$ cat src/rtl/ext_bus_region_slave.sv
// Multiplexed external-bus responder: multi-phase address collection, windowed decode,
// one-shot backend request/ack with a minimum wait and a timeout before EXT_READY.
module ext_bus_region_slave #(
  parameter int AD_W        = 16,
  parameter int ADDR_PHASES = 2,
  parameter int DATA_W      = 8,
  parameter int REGIONS     = 2,
  parameter logic [REGIONS*AD_W*ADDR_PHASES-1:0] REGION_BASE = {32'h00000000, 32'h1A100000},
  parameter logic [REGIONS*AD_W*ADDR_PHASES-1:0] REGION_MASK = {32'h00000000, 32'hFFFE0000},
  parameter logic [AD_W*ADDR_PHASES-1:0]         LOCAL_LIMIT = 32'h00001000,
  parameter int MIN_WAIT    = 2,
  parameter int TIMEOUT     = 255
) (
  input  logic                          clk,
  input  logic                          rst,
  input  logic                          ae,
  input  logic                          ext_read,
  input  logic                          ext_write,
  input  logic [AD_W-1:0]               ad_in,
  output logic [AD_W-1:0]               ad_out,
  output logic                          ad_oe,
  output logic                          ext_ready,
  output logic [REGIONS-1:0]            region_sel,
  output logic [AD_W*ADDR_PHASES-1:0]   mem_addr,
  output logic [DATA_W-1:0]             mem_wdata,
  output logic                          mem_rd,
  output logic                          mem_wr,
  input  logic [DATA_W-1:0]             mem_rdata,
  input  logic                          mem_ack,
  output logic                          bus_err,
  output logic                          addr_err
);

  localparam int ADDR_W = AD_W*ADDR_PHASES;
  localparam int PH_W   = $clog2(ADDR_PHASES+1);
  localparam int CNT_W  = $clog2(TIMEOUT+1);
  localparam logic [PH_W-1:0]  PH_FULL = PH_W'(ADDR_PHASES);
  localparam logic [CNT_W-1:0] MIN_CNT = CNT_W'(MIN_WAIT);
  localparam logic [CNT_W-1:0] TO_CNT  = CNT_W'(TIMEOUT);

  typedef enum logic [2:0] {IDLE, ADDR, ARMED, REQ, WAIT, DONE} state_t;

  state_t              state;
  logic [PH_W-1:0]     phase_cnt;
  logic [ADDR_W-1:0]   addr_buf;
  logic [CNT_W-1:0]    cnt;
  logic [DATA_W-1:0]   rdata_q;
  logic                is_wr;
  logic                ack_seen;

  logic [REGIONS-1:0]  hit_oh;
  logic                found;
  logic [CNT_W-1:0]    next_cnt;
  logic                ack_now;
  logic                strobe_on;

  // Lowest-index window wins; on-chip addresses are never claimed.
  always_comb begin
    hit_oh = '0;
    found  = 1'b0;
    for (int i = 0; i < REGIONS; i++) begin
      if (!found && ((addr_buf & REGION_MASK[i*ADDR_W +: ADDR_W]) ==
                     (REGION_BASE[i*ADDR_W +: ADDR_W] & REGION_MASK[i*ADDR_W +: ADDR_W]))) begin
        hit_oh[i] = 1'b1;
        found     = 1'b1;
      end
    end
    if (addr_buf < LOCAL_LIMIT) hit_oh = '0;
  end

  assign next_cnt  = cnt + CNT_W'(1);
  assign ack_now   = ack_seen | mem_ack;
  assign strobe_on = is_wr ? ext_write : ext_read;

  always_ff @(posedge clk or posedge rst) begin
    if (rst) begin
      state      <= IDLE;
      phase_cnt  <= '0;
      addr_buf   <= '0;
      cnt        <= '0;
      rdata_q    <= '0;
      is_wr      <= 1'b0;
      ack_seen   <= 1'b0;
      ad_out     <= '0;
      ad_oe      <= 1'b0;
      ext_ready  <= 1'b0;
      region_sel <= '0;
      mem_addr   <= '0;
      mem_wdata  <= '0;
      mem_rd     <= 1'b0;
      mem_wr     <= 1'b0;
      bus_err    <= 1'b0;
      addr_err   <= 1'b0;
    end else begin
      mem_rd   <= 1'b0;
      mem_wr   <= 1'b0;
      bus_err  <= 1'b0;
      addr_err <= 1'b0;
      if (ae) begin
        state <= ADDR;
        if (state != ADDR) begin
          // Fresh address (possibly aborting an access in flight).
          phase_cnt           <= PH_W'(1);
          addr_buf[AD_W-1:0]  <= ad_in;
          ext_ready           <= 1'b0;
          ad_oe               <= 1'b0;
          ad_out              <= '0;
          region_sel          <= '0;
          ack_seen            <= 1'b0;
        end else if (phase_cnt < PH_FULL) begin
          addr_buf[int'(phase_cnt)*AD_W +: AD_W] <= ad_in;
          phase_cnt <= phase_cnt + PH_W'(1);
        end
      end else begin
        case (state)
          ADDR: begin
            phase_cnt <= '0;
            if (phase_cnt == PH_FULL) begin
              mem_addr   <= addr_buf;
              region_sel <= hit_oh;
              state      <= (|hit_oh) ? ARMED : IDLE;
            end else begin
              addr_err <= 1'b1;
              state    <= IDLE;
            end
          end
          ARMED: begin
            if (ext_read && ext_write) begin
              bus_err    <= 1'b1;
              region_sel <= '0;
              state      <= IDLE;
            end else if (ext_write || ext_read) begin
              if (ext_write) mem_wdata <= ad_in[DATA_W-1:0];
              is_wr    <= ext_write;
              mem_wr   <= ext_write;
              mem_rd   <= ext_read;
              cnt      <= '0;
              ack_seen <= 1'b0;
              state    <= REQ;
            end
          end
          REQ, WAIT: begin
            // cnt is the cycle offset from the request cycle.
            state <= WAIT;
            cnt   <= next_cnt;
            if (mem_ack && !ack_seen) begin
              ack_seen <= 1'b1;
              if (!is_wr) rdata_q <= mem_rdata;
            end
            if (ack_now && next_cnt >= MIN_CNT) begin
              state     <= DONE;
              ext_ready <= 1'b1;
              ad_oe     <= !is_wr;
              ad_out    <= is_wr ? '0 : AD_W'(ack_seen ? rdata_q : mem_rdata);
            end else if (next_cnt >= TO_CNT) begin
              state     <= DONE;
              ext_ready <= 1'b1;
              bus_err   <= 1'b1;
              rdata_q   <= '1;
              ad_oe     <= !is_wr;
              ad_out    <= is_wr ? '0 : AD_W'({DATA_W{1'b1}});
            end
          end
          DONE: begin
            if (!strobe_on) begin
              ext_ready  <= 1'b0;
              ad_oe      <= 1'b0;
              ad_out     <= '0;
              region_sel <= '0;
              state      <= IDLE;
            end
          end
          default: state <= IDLE;
        endcase
      end
    end
  end

endmodule

$ cat config.mk
export PLATFORM = sky130hd
export DESIGN_NAME = ext_bus_region_slave
export DESIGN_NICKNAME = d
export VERILOG_FILES = /design/src/rtl/ext_bus_region_slave.sv
export SDC_FILE = /design/constraint.sdc
export NUM_CORES = 1
export LEC_CHECK = 0
export BUFFER_PORTS_ARGS = -buffer_cell sky130_fd_sc_hd__buf_2
export CAP_MARGIN = 20
export CORE_MARGIN = 3
export CORE_UTILIZATION = 58
export CTS_BUF_LIST = sky130_fd_sc_hd__clkbuf_4
export DETAILED_ROUTE_END_ITERATION = 10
export HOLD_SLACK_MARGIN = 0.12
export MAX_ROUTING_LAYER = met4
export PLACE_DENSITY_LB_ADDON = 0.15
export SETUP_SLACK_MARGIN = 0.5
export SLEW_MARGIN = 5
export SYNTH_ARGS = -nofsm -noshare
export SYNTH_HDL_FRONTEND = slang
export SYNTH_SLANG_ARGS = --single-unit
export TNS_END_PERCENT = 10
$ cat constraint.sdc
create_clock -name clk -period 3.95 [get_ports clk]
set_clock_uncertainty 0.05 [all_clocks]
set_input_delay 0.1975 -clock clk [delete_from_list [all_inputs] [get_ports clk]]
set_output_delay 0.1975 -clock clk [all_outputs]
set_load 0.02 [all_outputs]
Word-level counts from Yosys, hierarchy flattened:

Cells that the tools add are included.

* logic and storage cells: 150
* output and inout bits: 64
* bits of input ports: 30
* register bits after elaboration: 119

* shift operators: 2
* bitwise gates (word level): 4
* magnitude comparators: 4
* $add $sub $neg: 3
* equal/unequal tests: 20
* mux-type cells: 73
* reduce and logical (&&, ||, !) cells: 26

Operators with widths (number)
* $mux 16: 7
* $mux 8: 9
* $neg 6->33: 1
* $shift 16x33->32 const A: 1
* $shiftx 16x33->32: 1
* $bwmux 32: 1
* $lt 32x13->1 const B: 1
* $mux 1: 32
* $pmux 16 s2: 1
* $mux 2: 12
* $ne 3x3->1 const B: 6
* $pmux 8 s2: 1
* $eq 15x12->1 const B: 1
* $reduce_and 5->1: 3
* $mux 3: 4
* $pmux 3 s4: 1
* $reduce_and 4->1: 3
* $add 8x1->8 const B: 1
* $ge 8x2->1 const B: 1
* $ge 8x8->1 const B: 1
* $ne 4x4->1 const B: 2
* $pmux 1 s2: 4
* $reduce_and 2->1: 4
* $eq 3x2->1 const B: 2
* 19 further kinds: 32

Logic depth before layout (Yosys ltp):

* depth in word-level cells: 9
* gate-level depth with buffers: 8
* depth with buffers taken out: 8

Worst setup path after synthesis:

No wires, ideal clock.

* path kind: reg2reg
* start point: reg cnt[0]
* end point: reg ad_out[0]
* buffers on the path: 1
* path slack: 1.663 ns
* clock period less this slack: 2.287 ns
* stages on the path, launching flop included: 9
* library setup time: 0.125 ns
* data required time: 3.775 ns
* arrival time: 2.112 ns
* path through: dfrtp_1 > ha_1 > clkbuf_2 > xnor2_1 > nor2_1 > a21boi_0 > a2111oi_4 > a21oi_4 > mux2_4

* cells in the longest elaborated chain, start to end: 6
* elaborated cells on any way between the ends: 9
* classes of those cells: add/sub (1); order compare (2); eq/ne (1); mux (3); reduce/logical (2)

RTL lines
* from (decl): RTL line 46 `logic [CNT_W-1:0] cnt;`
* from (signal assigned): RTL line 145 `cnt <= next_cnt;`
* $add 8x1->8 *: RTL line 71 `assign next_cnt = cnt + CNT_W'(1);`
* $ge 8x2->1: RTL line 150 `if (ack_now && next_cnt >= MIN_CNT) begin`
* $logic_and 1x1->1: RTL line 150
* $mux 16: RTL line 150
* $pmux 16 s2: RTL line 115 `case (state)`
* $mux 16: RTL line 99 `if (ae) begin`
* to (signal assigned): RTL line 154 `ad_out <= is_wr ? '0 : AD_W'(ack_seen ? rdata_q : mem_rdata);`
* to (signal assigned): RTL line 161 `ad_out <= is_wr ? '0 : AD_W'({DATA_W{1'b1}});`
* to (decl): RTL line 20 `output logic [AD_W-1:0] ad_out,`

Every way passes the cells marked *; elsewhere a longest branch is shown, timed or not.
A chain may end at the register's enable or synchronous reset.

Final worst setup path:

* start point: reg cnt[0]
* end point: reg ad_out[4]

The elaborated chain is that of the path after synthesis.

==> flow_metrics.tcl <==
set metrics [dict create \
    synthArstFlopShare_pct 100.0 \
    path_class "register to register" \
    grt_pass1_wl_mm 19.55 \
    stdcell_count 713 \
    vias_per_cell 5.621 \
    die_h_um 101.7 \
    postPlaceCellArea_um2 5707 \
    clkPwrFrac_pct 17.6 \
    cap_violations 0 \
    final.period_utilization_pct 69.65 \
    fin_ws_ns 1.199 \
    switching_share_pct 37.78 \
    cts-root-buf "clkbuf_4" \
    final_common_cell "dfrtp_1" \
    nNetsFinal 635 \
    power_frac_comb_pct 33.9 \
    worst_ep_required_time_ns 4.28 \
    io_pins 94 \
    clk_pin_slew_worst_paths_ns 0.17 \
    cts_tree "done" \
    status "completed" \
    p_seq_share_pct 48.5 \
    cp_slowest_cell "a21oi_4" \
    drtAntennaViolNets 0 \
    core_area_um2 8806 \
    cpPeakStageDelay_ns 0.60 \
    dpl_worst_slack_ns 1.268 \
    layout_common_cells "111 x dfrtp_1, 93 x nand2_1, 85 x buf_2" \
    maxSlewViolCount 0 \
    nFillCells 710 \
    areaGrowthSynthToFinish_pct 16.00 \
    p_int_mw 2.114 \
    dieWidth_um 101.7 \
    initial_core_util_pct 60.37 \
    ys_warn_count 0 \
    firstDrtPassIters 5 \
    wl_per_cell_um 16.77 \
    ys_ff_latch 111 \
    avgSynthCellArea_um2 10.72 \
    synth_cell_types 63 \
    cellPowerDensity_nw_per_um2 551.0 \
    htree_levels 3 \
    setup_viol 0 \
    worstMarginPinSlew_ns 0.9915 \
    crit_chain "ha_1, nor4_1, a31o_2, nand4_1, a21oi_4, mux2_4" \
    netlist_area_um2 5316 \
    clk_latency_ns 0.47 \
    drive_gt1_share_pct 29.19 \
    totalWireLength_mm 11.96 \
    synth_edf_count 0 \
    synth_top_flop_cell "dfrtp_1" \
    synthCells 496 \
    start_kind "register" \
    design_area_um2 6167 \
    vdd_drop_max_v 0.0003390 \
    cts_sinks 111 \
    post-route-min-period_ns 2.751 \
    antenna_found_initial 0 \
    cts_buffer_depth 2 \
    min_path_type "input port to async pin" \
    port_buffers 85 \
    rows 34 \
    cp_data_arrival_time_ns 3.08 \
    grt_usage_pct 25.17 \
    rsz0062_at_grt "false" \
    die-area_um2 10350 \
    dpl.hpwl_mm 8.098 \
    grt_pass1_vias 3890 \
    tns_ns 0 \
    p_leak_nw 3.129 \
    grt_max_degree 56 \
    end_kind "register" \
    drt_iter0_drc 315 \
    crit_fanout 12 \
    vias 4008 \
    maxSlewHeadroom_pct 33.54 \
    placed_cells 665 \
    remaining_drc_errors 0 \
    cts_made_buffers 9 \
    gr-total-overflow 0 \
    ys_seq_area_share_pct 52.25 \
    post_cts_resized 0 \
    fmax_mhz 363.5 \
    final_hold_viol_count 0 \
    p_sw_mw 1.284 \
    fin_util_pct 70.03 \
    gp_congestion 0.8837 \
]
## sequential cells by signal, indices dropped and copies added (netlist names)
register    cells
cnt             8
mem_wdata       8
mem_rd          1
ad_out          8
region_sel      2
is_wr           1
mem_wr          1
addr_buf       32
addr_err        1
bus_err         1
state           3
rdata_q         8
ack_seen        1
ad_oe           1
ext_ready       1
phase_cnt       2
mem_addr       32
## path summary, 6_finish.rpt
kind                           endpoint  cells after the start  slack [ns]         start
setup reg to reg              ad_out[4]                      6        1.20        cnt[0]
min in group clk             rdata_q[3]                      4        0.44  mem_rdata[3]
hold reg to reg             addr_buf[1]                      2        0.45   addr_buf[1]
max in group asynchronous  mem_addr[12]                      4        2.64           rst
setup / recovery              ad_out[4]                      6        1.20        cnt[0]
hold / removal             mem_addr[30]                      3        0.32           rst
## repair_timing
action | 4_1_cts | 5_1_grt
buffers inserted | 0 | 0
hold buffers | 29 | 0
endpoints found under the hold margin | 111 | 0
## routing by layer
layer	share of wire, %	global-route usage (%)	vias up
met1	47	35.17	1951
met5	0	-	-
met3	4.7	4.614	14
met4	1.5	6.544	0
met2	47	38.18	122
li1	-	-	1921
## power groups by stage
stage                     combinational (mW)  sequential (mW)  clock (mW)
after floorplan                        0.614             1.83           0
after global placement                  1.10             1.66           0
after detailed placement                1.13             1.67           0
after CTS                               1.15             1.65       0.617
after global routing                    1.26             1.69       0.659
final                                   1.15             1.65       0.597
## critical path: cells and delay by family (launching register included)
family	cells	cell delay [ns]
AOI/OAI and AO/OA	2	0.75
adders and majority gates	1	0.33
and+or+nand+nor	2	0.68
DFF	1	0.51
muxes	1	0.34
## kinds of logic (layout without fill, tap and decap cells)
| family | count (synthesis) | count (layout) | share of synthesized area [%] |
|---|---|---|---|
| adder cells (fa/ha/maj) | 7 | 7 | 1.647 |
| AND/OR/NAND/NOR | 182 | 182 | 16.40 |
| XOR/XNOR | 6 | 6 | 0.9885 |
| AO/OA/AOI/OAI | 82 | 82 | 9.861 |
| other | 1 | 10 | 0.07054 |
| buffers and inverters | 46 | 146 | 5.248 |
| multiplexers | 61 | 61 | 13.53 |
| flip-flops | 111 | 111 | 52.25 |
## cell usage after synthesis (2+ instances only)
cell / instances / area [µm²]
clkbuf_1: 8 / 30.03
o21ai_0: 33 / 165.2
ha_1: 7 / 87.58
buf_4: 10 / 75.07
and3_1: 3 / 18.77
a21oi_1: 17 / 85.08
nand3_1: 25 / 125.1
o21ai_2: 2 / 17.52
nor2b_1: 3 / 18.77
nand4_1: 6 / 37.54
a211oi_1: 2 / 15.01
a21boi_0: 2 / 15.01
nand4b_1: 2 / 17.52
inv_1: 10 / 37.54
clkbuf_8: 2 / 27.53
mux2i_1: 9 / 90.09
mux2_2: 42 / 473.0
xnor2_1: 5 / 43.79
nand2_1: 93 / 349.1
o31ai_1: 3 / 22.52
buf_6: 5 / 56.30
buf_2: 8 / 40.04
mux2_4: 8 / 120.1
o22ai_1: 10 / 62.56
nor2_1: 21 / 78.83
dfrtp_1: 111 / 2778
nand2b_1: 2 / 12.51
nor3_1: 8 / 40.04
nor4_1: 5 / 31.28
## stage by stage
step	power (mW)	hold WS, ns
after global placement	2.758	0.2985
after global routing	3.610	0.3328
after floorplan	2.444	0.2741
after detailed placement	2.800	0.3102
final	3.398	0.3159
after CTS	3.418	0.3259
## cell type report
| class | instances | area [µm²] | area share (%) |
|---|---|---|---|
| Multi-Input combinational cell | 346 | 2295 | 37.21 |
| Sequential cell | 111 | 2778 | 45.04 |
| Clock buffer | 10 | 75.07 | 1.217 |
| Antenna cell | 2 | 5.005 | 0.08115 |
| Timing Repair Buffer | 119 | 760.7 | 12.34 |
| Clock inverter | 6 | 75.07 | 1.217 |
| Inverter | 11 | 43.79 | 0.7101 |
| Tap cell | 108 | 135.1 | 2.191 |
(Power assumes the default switching activity.)
